`config.mk`:
```
export PLATFORM = sky130hd
export DESIGN_NAME = queue_fifo
export DESIGN_NICKNAME = d
export VERILOG_FILES = /design/src/rtl/queue_pkg.sv /design/src/rtl/queue_ptr.sv /design/src/rtl/queue_fifo.sv
export SDC_FILE = /design/constraint.sdc
export NUM_CORES = 1
export LEC_CHECK = 0
export ABC_AREA = 1
export BUFFER_PORTS_ARGS = -buffer_cell sky130_fd_sc_hd__buf_2
export CELL_PAD_IN_SITES_DETAIL_PLACEMENT = 0
export CELL_PAD_IN_SITES_GLOBAL_PLACEMENT = 1
export CORE_UTILIZATION = 42
export DETAILED_ROUTE_END_ITERATION = 8
export PLACE_DENSITY_LB_ADDON = 0.1
export SYNTH_ARGS = -nofsm -noshare
export SYNTH_HDL_FRONTEND = slang
export SYNTH_SLANG_ARGS = --single-unit
export TNS_END_PERCENT = 50
```
`constraint.sdc`:
```
create_clock -name Clk -period 1.9 [get_ports Clk]
set_input_delay 0.475 -clock Clk [delete_from_list [all_inputs] [get_ports Clk]]
set_output_delay 0.475 -clock Clk [all_outputs]
set_load 0.1 [all_outputs]
```
`src/rtl/queue_pkg.sv`:
```
// queue_pkg: shared widths and types for the circular queue.
//   NUM_OF_BIT  default data word width
//   DEPTH_BITS  default address width (depth = 2^DEPTH_BITS)
//   DEPTH       number of storage entries
//   PTR_W       pointer width: address bits plus one wrap bit
//   ptr_t       pointer type at the default widths
package queue_pkg;

  localparam int NUM_OF_BIT = 10;
  localparam int DEPTH_BITS = 3;
  localparam int DEPTH      = 1 << DEPTH_BITS;
  localparam int PTR_W      = DEPTH_BITS + 1;

  typedef logic [PTR_W-1:0] ptr_t;

endpackage

```
`src/rtl/queue_ptr.sv`:
```
// queue_ptr: W-bit wrapping pointer counter.
//   clk    rising-edge clock
//   rst_n  asynchronous active-low clear
//   inc    advance the pointer by one on the next edge
//   ptr    current pointer value; MSB is the wrap bit
module queue_ptr
  import queue_pkg::*;
#(
  parameter int W = PTR_W
) (
  input  logic         clk,
  input  logic         rst_n,
  input  logic         inc,
  output logic [W-1:0] ptr
);

  // Natural overflow of the W-bit add rolls all-ones back to zero,
  // which toggles the wrap bit whenever the address bits wrap.
  always_ff @(posedge clk or negedge rst_n) begin
    if (!rst_n) begin
      ptr <= '0;
    end else if (inc) begin
      ptr <= ptr + 1'b1;
    end
  end

endmodule

```
`src/rtl/queue_fifo.sv`:
```
// queue_fifo: synchronous circular queue between a producer and a consumer.
//   Clk        rising-edge clock
//   Rst_n      asynchronous active-low reset (pointers, DataOut, pulses)
//   WrEn       write request, DataIn stored when not Full
//   DataIn     write data
//   RdEn       read request, DataOut loaded when not Empty
//   DataOut    registered read data, holds when no read is accepted
//   Full       queue holds 2^depthBits words
//   Empty      queue holds no words
//   Overflow   one-cycle pulse after a rejected write
//   Underflow  one-cycle pulse after a rejected read
//   Count      occupancy 0..2^depthBits, only when QUEUE_COUNT_EN is defined
// Optional feature macro: QUEUE_COUNT_EN adds the Count port.
module queue_fifo
  import queue_pkg::*;
#(
  parameter int numOfBit  = NUM_OF_BIT,
  parameter int depthBits = DEPTH_BITS
) (
  input  logic                Clk,
  input  logic                Rst_n,
  input  logic                WrEn,
  input  logic [numOfBit-1:0] DataIn,
  input  logic                RdEn,
  output logic [numOfBit-1:0] DataOut,
  output logic                Full,
  output logic                Empty,
  output logic                Overflow,
`ifdef QUEUE_COUNT_EN
  output logic                Underflow,
  output logic [depthBits:0]  Count
`else
  output logic                Underflow
`endif
);

  localparam int Q_PTR_W = depthBits + 1;
  localparam int Q_DEPTH = 1 << depthBits;

  logic [Q_PTR_W-1:0]  wr_ptr;
  logic [Q_PTR_W-1:0]  rd_ptr;
  logic                wr_accept;
  logic                rd_accept;
  logic [numOfBit-1:0] mem [Q_DEPTH];

  // Status is decided purely from pointer equality: identical pointers mean
  // empty; same address with opposite wrap bits means a full lap ahead.
  assign Empty = (wr_ptr == rd_ptr);
  assign Full  = (wr_ptr[depthBits] != rd_ptr[depthBits]) &&
                 (wr_ptr[depthBits-1:0] == rd_ptr[depthBits-1:0]);

  assign wr_accept = WrEn && !Full;
  assign rd_accept = RdEn && !Empty;

  queue_ptr #(.W(Q_PTR_W)) u_wr_ptr (
    .clk   (Clk),
    .rst_n (Rst_n),
    .inc   (wr_accept),
    .ptr   (wr_ptr)
  );

  queue_ptr #(.W(Q_PTR_W)) u_rd_ptr (
    .clk   (Clk),
    .rst_n (Rst_n),
    .inc   (rd_accept),
    .ptr   (rd_ptr)
  );

  // Storage is deliberately not reset so it maps onto plain RAM.
  always_ff @(posedge Clk) begin
    if (wr_accept) begin
      mem[wr_ptr[depthBits-1:0]] <= DataIn;
    end
  end

  // Registered read port; no bypass, so a word written on the same edge
  // that an empty queue is read is only visible on a later read.
  always_ff @(posedge Clk or negedge Rst_n) begin
    if (!Rst_n) begin
      DataOut <= '0;
    end else if (rd_accept) begin
      DataOut <= mem[rd_ptr[depthBits-1:0]];
    end
  end

  // Rejection pulses are re-evaluated every edge, so they stay high across
  // back-to-back rejected requests and drop as soon as one is not rejected.
  always_ff @(posedge Clk or negedge Rst_n) begin
    if (!Rst_n) begin
      Overflow  <= 1'b0;
      Underflow <= 1'b0;
    end else begin
      Overflow  <= WrEn && Full;
      Underflow <= RdEn && Empty;
    end
  end

`ifdef QUEUE_COUNT_EN
  // Modular difference of the extended pointers gives 0..DEPTH directly.
  assign Count = wr_ptr - rd_ptr;
`endif

endmodule

```
* After elaboration in Yosys (flattened, before gate mapping) *
Memories as Yosys holds them, arrays and structs flattened. A register that Yosys moved wholly into a read port is not among the register bits.
Index checks and enable logic that the tools add are counted.

cells by class
  add/subtract/negate cells = 2
  equal/unequal tests = 3
  reductions and logical operators = 8
  multiplexer cells = 2

operator list
  cell                                                            number
  4-bit by 1-bit adder with 4-bit output (second input constant)  2
  1-bit logical AND                                               5
  4-bit equality test                                             1
  3-bit equality test                                             1
  1-bit zero test                                                 3
  1-bit 2-to-1 mux                                                2
  1-bit != test                                                   1

storage, ports and cells
  input port bits = 14
  bits in registers = 10
  memory bits (writable) = 80
  logic and storage cells = 20
  output and inout port bits = 14
  memories = 1

memories
  name  depth  bits a word  read ports  clocked after Yosys merged registers in  wr ports  line              RTL
  mem   8      10           1           1                                        1         queue_fifo.sv:44  logic [numOfBit-1:0] mem [Q_DEPTH];

* Logic depth before layout (Yosys ltp) *
Gate-level depths: netlist (run 1).

  depth after elaboration = 6
  gate-level depth with buffers = 11
  gate-level depth less buffers = 9

* Hierarchy *
From an unflattened synthesis (run 1), not the netlist that was laid out.

second synthesis, totals
  cells, all modules = 484
  area total of the unflattened synthesis = 4,515.6 um^2

by module, submodules not included
  module      seq. area each (um^2)  instances  area an instance (um^2)  cells an instance
  queue_fifo  2,702.6                1          4,160.2                  446
  queue_ptr   100.1                  2          177.7                    19

* Least setup slack after synthesis (run 1) *
OpenSTA, ideal clock, no wires.

  kind = reg2out
  start = register u_rd_ptr.ptr[0]
  end = output port Empty
  cell stages (with the launch flop) = 5
  required time = 1,425 ps
  setup slack = -242 ps
  arrival = 1,667 ps
  buffers on the path = 1
  cells stage by stage = dfrtp_1 -> buf_4 -> xnor2_1 -> nand2_1 -> nor2_2

between the ends
  word-level cells in the longest chain between the ends = 1

ends and longest elaborated chain
  item                    line              RTL
  start, declared         queue_ptr.sv:14   output logic [W-1:0] ptr
  start signal, assigned  queue_ptr.sv:23   ptr <= ptr + 1'b1;
  4-bit equality test     queue_fifo.sv:48  assign Empty = (wr_ptr == rd_ptr);
  end, declared           queue_fifo.sv:27  output logic Empty,

Every way passes these cells.

* Worst setup path after layout (run 1) *
  start = register u_wr_ptr.ptr[0]
  end = output port Full

between the ends
  word-level cells in the longest chain between the ends = 2

ends and longest elaborated chain
  item                    line              RTL
  start, declared         queue_ptr.sv:14
  start signal, assigned  queue_ptr.sv:23
  3-bit equality test     queue_fifo.sv:50  (wr_ptr[depthBits-1:0] == rd_ptr[depthBits-1:0]);
  1-bit logical AND       queue_fifo.sv:49  assign Full = (wr_ptr[depthBits] != rd_ptr[depthBits]) &&
  end, declared           queue_fifo.sv:26  output logic Full,

Every way passes these cells.

==> results of run 1 <==
[cell usage after synthesis (all sizes together)]
master / count
xor2: 3
buf: 13
nor3: 1
nand4: 1
nand2: 202
dfrtp: 20
clkbuf: 5
edfxtp: 80
nor2: 13
xnor2: 1
nand3: 51
inv: 94
ha: 2
[cell families after synthesis]
group / count (synthesis) / synth area share
adder cells (fa/ha/maj): 2 / 0.00552
XOR/XNOR: 4 / 0.00773
AND/OR/NAND/NOR: 268 / 0.248
flip-flops: 100 / 0.640
buffers and inverters: 112 / 0.0991
[where the power goes]
part | internal [mW] | leakage, nW | switching (mW)
Clock | 0.620 | 0.102 | 0.769
Sequential | 2.82 | 0.977 | 0.174
Combinational | 1.26 | 1.50 | 3.12
[state kept, by name, indices dropped and copies added, names as in the netlist]
register,flops
Overflow,1
Underflow,1
u_wr_ptr.ptr,4
DataOut,10
u_rd_ptr.ptr,4
mem,80
[final cells by class]
class                           count  area [sq um]  share of cell area
Sequential cell                   100          2900               0.546
Multi-Input combinational cell    274          1240               0.234
Timing Repair Buffer               58           445              0.0837
Inverter                           94           359              0.0675
Tap cell                          136           170              0.0320
Clock buffer                        9           124              0.0233
Clock inverter                      7          73.8              0.0139
[metal layers]
| metal | part of all wire | vias to the layer above | global-route usage |
|---|---|---|---|
| met5 | 0 | - | 0 |
| met4 | 0.011 | 0 | 0.0565 |
| met3 | 0.039 | 12 | 0.0264 |
| met2 | 0.44 | 65 | 0.294 |
| met1 | 0.51 | 1484 | 0.318 |
| li1 | - | 1599 | - |
[worst paths after layout]
path | start | endpoint | slack, ps
max in group asynchronous | Rst_n | u_rd_ptr.ptr[2] | 1480
min in group Clk | DataIn[3] | mem[5][3] | 410
min reg2reg | DataOut[2] | DataOut[2] | 480
max | u_wr_ptr.ptr[0] | Full | -110
min | Rst_n | Underflow | 60
max reg2reg | u_rd_ptr.ptr[0] | u_rd_ptr.ptr[2] | 130
[worst max-delay path, stage by stage (launching register included)]
cell        delay (ps)
dfrtp_1            420
xnor2_2            250
nand4_4            120
buf_6              150
clkinvlp_4          70
buf_12             160
[through the flow]
stage	std cells	hold slack [ps]	total power [mW]	worst slack [ps]
6_report	678	60.2	8.77	-107
5_1_grt	678	90.0	9.38	-179
4_1_cts	675	76.3	8.73	-80.3
3_5_place_dp	652	465	7.17	133
3_3_place_gp	652	461	7.17	158
2_1_floorplan	486	179	6.00	66.9
[repair_timing]
item / 4_1_cts / 5_1_grt
setup endpoints to repair: 2 / 56
cloned: 0 / 2
pin swaps: 5 / 1
buffers inserted: 7 / 2
resized for setup: 9 / 18
==> flow_summary.json, run 1 <==
{
  "status": "complete, but fails checks",
  "violations": "negative setup slack",
  "syn_nets": 502,
  "ios": 28,
  "overflow": 0,
  "syn2layout_area_growth_pct": 17.3,
  "clkSinkCount": 100,
  "crit_arrival_ps": 1530,
  "dr.first_iter.drc_count": 230,
  "root_buffer": "clkbuf_8",
  "rows": 37,
  "grt_start_max_net_pins": 33,
  "vias": 3160,
  "p_leak_nw": 2.58,
  "coreArea_sq_mm": 0.0104,
  "start_kind": "register",
  "p_per_area_mw_per_mm2": 1650,
  "ir_drop_uv": 1030,
  "finalCriticalPeriod_ps": 2010,
  "fillers": 991,
  "dp_hpwl_um": 6770,
  "fin_crit_sh": 1.06,
  "holdBufCountCts": 0,
  "final_cell_mix": "nand2_1 (194), inv_1 (84), edfxtp_1 (80)",
  "nets": 553,
  "portBuffers": 27,
  "avgSynthCellArea_sq_um": 9.33,
  "cp.required_ps": 1420,
  "cts_max_path_buffers": 2,
  "hold_viol_final": 0,
  "numCtsBuffers": 9,
  "routed_via_density": 4.66,
  "cp-end-kind": "primary output",
  "rsz0062_at_grt": "true",
  "slew_headroom": 0.665,
  "wire_per_inst_um": 15.6,
  "placed_area_sq_mm": 0.00496,
  "crit_fanout": 2,
  "synth_warnings": 0,
  "cts_tree": "yes",
  "synth.distinct_cells": 21,
  "ys_ff_latch": 100,
  "fin_ws_ps": -107,
  "dieArea_sq_mm": 0.0112,
  "totalNegativeSetupSlack_ps": -180,
  "r2r_cells": 9,
  "antenna_cells": 0,
  "path_class": "register to primary output",
  "synth_top_area_cell": "edfxtp_1",
  "drv_cap": 0,
  "layout_commonest_cell": "nand2_1",
  "synthTopCellsByArea": "edfxtp_1 (53%), nand2_1 (16%), dfrtp_1 (11%)",
  "drc": 0,
  "ys_seq_area_frac": 0.640,
  "antenna_left": 0,
  "cts_htree_levels": 3,
  "drive_gt1_frac": 0.186,
  "track_usage": 0.203,
  "drt_pre_antenna_iters": 4,
  "final_area_sq_mm": 0.00532,
  "grt_first_pass_wirelength_um": 16700,
  "hp-class": "input pin to async pin",
  "synthDominantCellAreaShare": 0.530,
  "gp_congestion": 0.837,
  "netlist_area_sq_mm": 0.00453,
  "max_clock_freq_mhz": 498,
  "worst_clock_skew_ps": 16.2,
  "grt_pass1_vias": 2971,
  "clkLatencyLatePin_ps": 360,
  "worstMarginPinSlew_ps": 502,
  "setup_viol": 2,
  "final_max_slew_viol_count": 0,
  "die_h_um": 106,
  "clk_pin_slew_ps": 110,
  "final_util": 0.511,
  "totalWireLength_um": 10600,
  "antenna_found_initial": 0,
  "netlist_instances": 486,
  "die_w_um": 106,
  "initial_core_util": 0.435
}
Power figures use the tool's default switching activity.
==> run 2, diff against run 1 <==
--- a/config.mk
+++ b/config.mk
@@ -6,12 +6,13 @@
 export NUM_CORES = 1
 export LEC_CHECK = 0
 export ABC_AREA = 1
-export BUFFER_PORTS_ARGS = -buffer_cell sky130_fd_sc_hd__buf_2
 export CELL_PAD_IN_SITES_DETAIL_PLACEMENT = 0
 export CELL_PAD_IN_SITES_GLOBAL_PLACEMENT = 1
-export CORE_UTILIZATION = 42
+export CORE_UTILIZATION = 44
 export DETAILED_ROUTE_END_ITERATION = 8
+export DONT_BUFFER_PORTS = 1
 export PLACE_DENSITY_LB_ADDON = 0.1
+export SETUP_SLACK_MARGIN = 0.1
 export SYNTH_ARGS = -nofsm -noshare
 export SYNTH_HDL_FRONTEND = slang
 export SYNTH_SLANG_ARGS = --single-unit
==> constraint.sdc (replaced) <==
create_clock -name Clk -period 1.74 [get_ports Clk]
set_input_delay 0.435 -clock Clk [delete_from_list [all_inputs] [get_ports Clk]]
set_output_delay 0.435 -clock Clk [all_outputs]
set_load 0.1 [all_outputs]
==> run 2 against run 1 <==
The flow still finishes with violations (negative setup slack). Cell count shrank 0.44%. Combinational power is 18% higher. Core utilization rose by 4.7 points. Flip-flop and latch count stayed put. Sequential share of layout area decreased by 1.8 points. Critical path depth decreased by 1. Global-route usage shrank 0.53 points. Worst hold slack better by 100 ps. First-iteration DRC count is 38% lower.
==> flow_summary.json, run 2 (synthesis results as in run 1) <==
{
  "drv_cap": 0,
  "die_w_um": 104,
  "dr.first_iter.drc_count": 142,
  "fillers": 866,
  "portBuffers": 0,
  "grt_first_pass_wirelength_um": 15900,
  "hp-class": "input pin to register",
  "hold_viol_final": 0,
  "p_per_area_mw_per_mm2": 1770,
  "worst_clock_skew_ps": 17.0,
  "vias": 3128,
  "power_frac_clock": 0.133,
  "p_leak_nw": 2.59,
  "combPwrFrac": 0.529,
  "drc": 0,
  "dp_hpwl_um": 6350,
  "min-delay-start": "DataIn[9]",
  "crit_fanout": 2,
  "path_class": "register to primary output",
  "worstReg2RegEnd": "mem[1][7]",
  "die_h_um": 104,
  "rsz0062_at_grt": "true",
  "initial_core_util": 0.460,
  "violations": "negative setup slack",
  "grt_pass1_vias": 3029,
  "r2r_cells": 9,
  "cts_tree": "yes",
  "pwr-share-seq": 0.338,
  "worstMarginPinSlew_ps": 970,
  "final_cells": 675,
  "max_clock_freq_mhz": 527,
  "slew_headroom": 0.351,
  "clkSinkCount": 100,
  "final_max_slew_viol_count": 0,
  "ios": 28,
  "fin_crit_sh": 1.09,
  "intPower_mw": 5.31,
  "drt_pre_antenna_iters": 4,
  "layout_commonest_cell": "nand2_1",
  "cts_max_path_buffers": 2,
  "status": "complete, but fails checks",
  "ir_drop_uv": 1030,
  "start_kind": "register",
  "finalCriticalPeriod_ps": 1900,
  "largest_register_ffs": 80,
  "nets": 553,
  "cts_htree_levels": 3,
  "wire_per_inst_um": 14.9,
  "routed_via_density": 4.63,
  "pre_cts_slack_ps": 20.4,
  "hold_depth": 0,
  "fin_ws_ps": -156,
  "p_sw_mw": 4.43,
  "dieArea_sq_mm": 0.0107,
  "overflow": 0,
  "grt_start_max_net_pins": 32,
  "worst_hold_path.endpoint": "mem[7][9]",
  "swShare": 0.455,
  "syn2layout_area_growth_pct": 21.4,
  "rrSetupSlack_ps": 0,
  "antenna_found_initial": 0,
  "track_usage": 0.197,
  "gp_congestion": 0.740,
  "numCtsBuffers": 9,
  "cp-end-kind": "primary output",
  "totalWireLength_um": 10000,
  "coreArea_sq_mm": 0.00986,
  "timing.rr.start": "u_rd_ptr.ptr[2]",
  "crit_arrival_ps": 1460,
  "final_util": 0.558,
  "root_buffer": "clkbuf_8",
  "cp.required_ps": 1300,
  "antenna_left": 0,
  "clk_pin_slew_ps": 100,
  "setup_viol": 7,
  "fin_hold_ws_ps": 163,
  "clkLatencyLatePin_ps": 360,
  "drive_gt1_frac": 0.196,
  "rows": 36,
  "antenna_cells": 0,
  "final_cell_mix": "nand2_1 (191), inv_1 (83), edfxtp_1 (80)",
  "placed_cells": 639
}
run 2: cell types whose count changed in the layout (fill, tap and decap cells not counted), sizes merged:
| cell | previous run | this run |
|---|---|---|
| dlygate4sd3 | 0 | 1 |
| clkinvlp | 1 | 5 |
| clkbuf | 9 | 13 |
| inv | 96 | 92 |
| buf | 58 | 56 |
| clkinv | 3 | 1 |
| bufinv | 1 | 0 |
run 2: worst max path at each step:
| stage | startpoint | to | cells past startpoint |
|---|---|---|---|
| 2_1_floorplan | u_wr_ptr.ptr[0] | Empty | 4 |
| 3_3_place_gp | u_rd_ptr.ptr[3] | mem[3][1] | 7 |
| 3_5_place_dp | u_wr_ptr.ptr[0] | mem[3][1] | 5 |
| 4_1_cts | u_wr_ptr.ptr[0] | Empty | 4 |
| 5_1_grt | u_wr_ptr.ptr[3] | Full | 6 |
| 6_report | u_wr_ptr.ptr[0] | Full | 4 |
run 2: layout make-up:
class | count | area [sq um] | area share
clock buffers | 12 | 135 | 0.0246
well taps | 133 | 166 | 0.0302
clock inverters | 4 | 26.3 | 0.00477
multi-input cells | 274 | 1310 | 0.237
repair buffers | 58 | 604 | 0.110
flip-flops and latches | 100 | 2910 | 0.528
inverters | 94 | 360 | 0.0655
run 2: what timing repair did:
item / in CTS / in global routing
setup endpoints to repair: 80 / 93
hold endpoints to repair: 20 / 0
gates resized for setup: 11 / 27
buffers inserted: 11 / 7
pin swaps: 5 / 7
hold buffers: 1 / 0
gates cloned: 0 / 1
run 2: critical path, cell delays in order (launching register included):
cell	delay, ps
dfrtp_2	460
xnor2_4	210
nand4_4	150
clkinvlp_4	110
buf_12	160
run 2: per-layer routing:
metal  vias to the layer above  track usage  share of wire  routed length (um)
li1                       1600            -              -                   -
met1                      1459        0.278           0.48                4820
met2                        58        0.313           0.47                4680
met3                        11       0.0271          0.037                 374
met4                         0       0.0704          0.016                 157
met5                         -            0              0                   0
run 2: power by group through the flow:
stage               registers [mW]  logic [mW]  clock network [mW]
finish                        3.29        5.15                1.30
global route                  3.35        5.58                1.41
detailed placement            3.35        4.64                   0
CTS                           3.29        4.85                1.32
global placement              3.33        4.64                   0
floorplan                     4.20        2.50                   0
run 2: metrics by stage:
stage / instance area (sq um) / TNS (ps) / power, mW
2_1_floorplan: 4600 / -521 / 6.69
3_5_place_dp: 5020 / 0 / 7.99
3_3_place_gp: 5020 / 0 / 7.97
5_1_grt: 5500 / -3870 / 10.3
6_report: 5500 / -319 / 9.75
4_1_cts: 5330 / -310 / 9.46
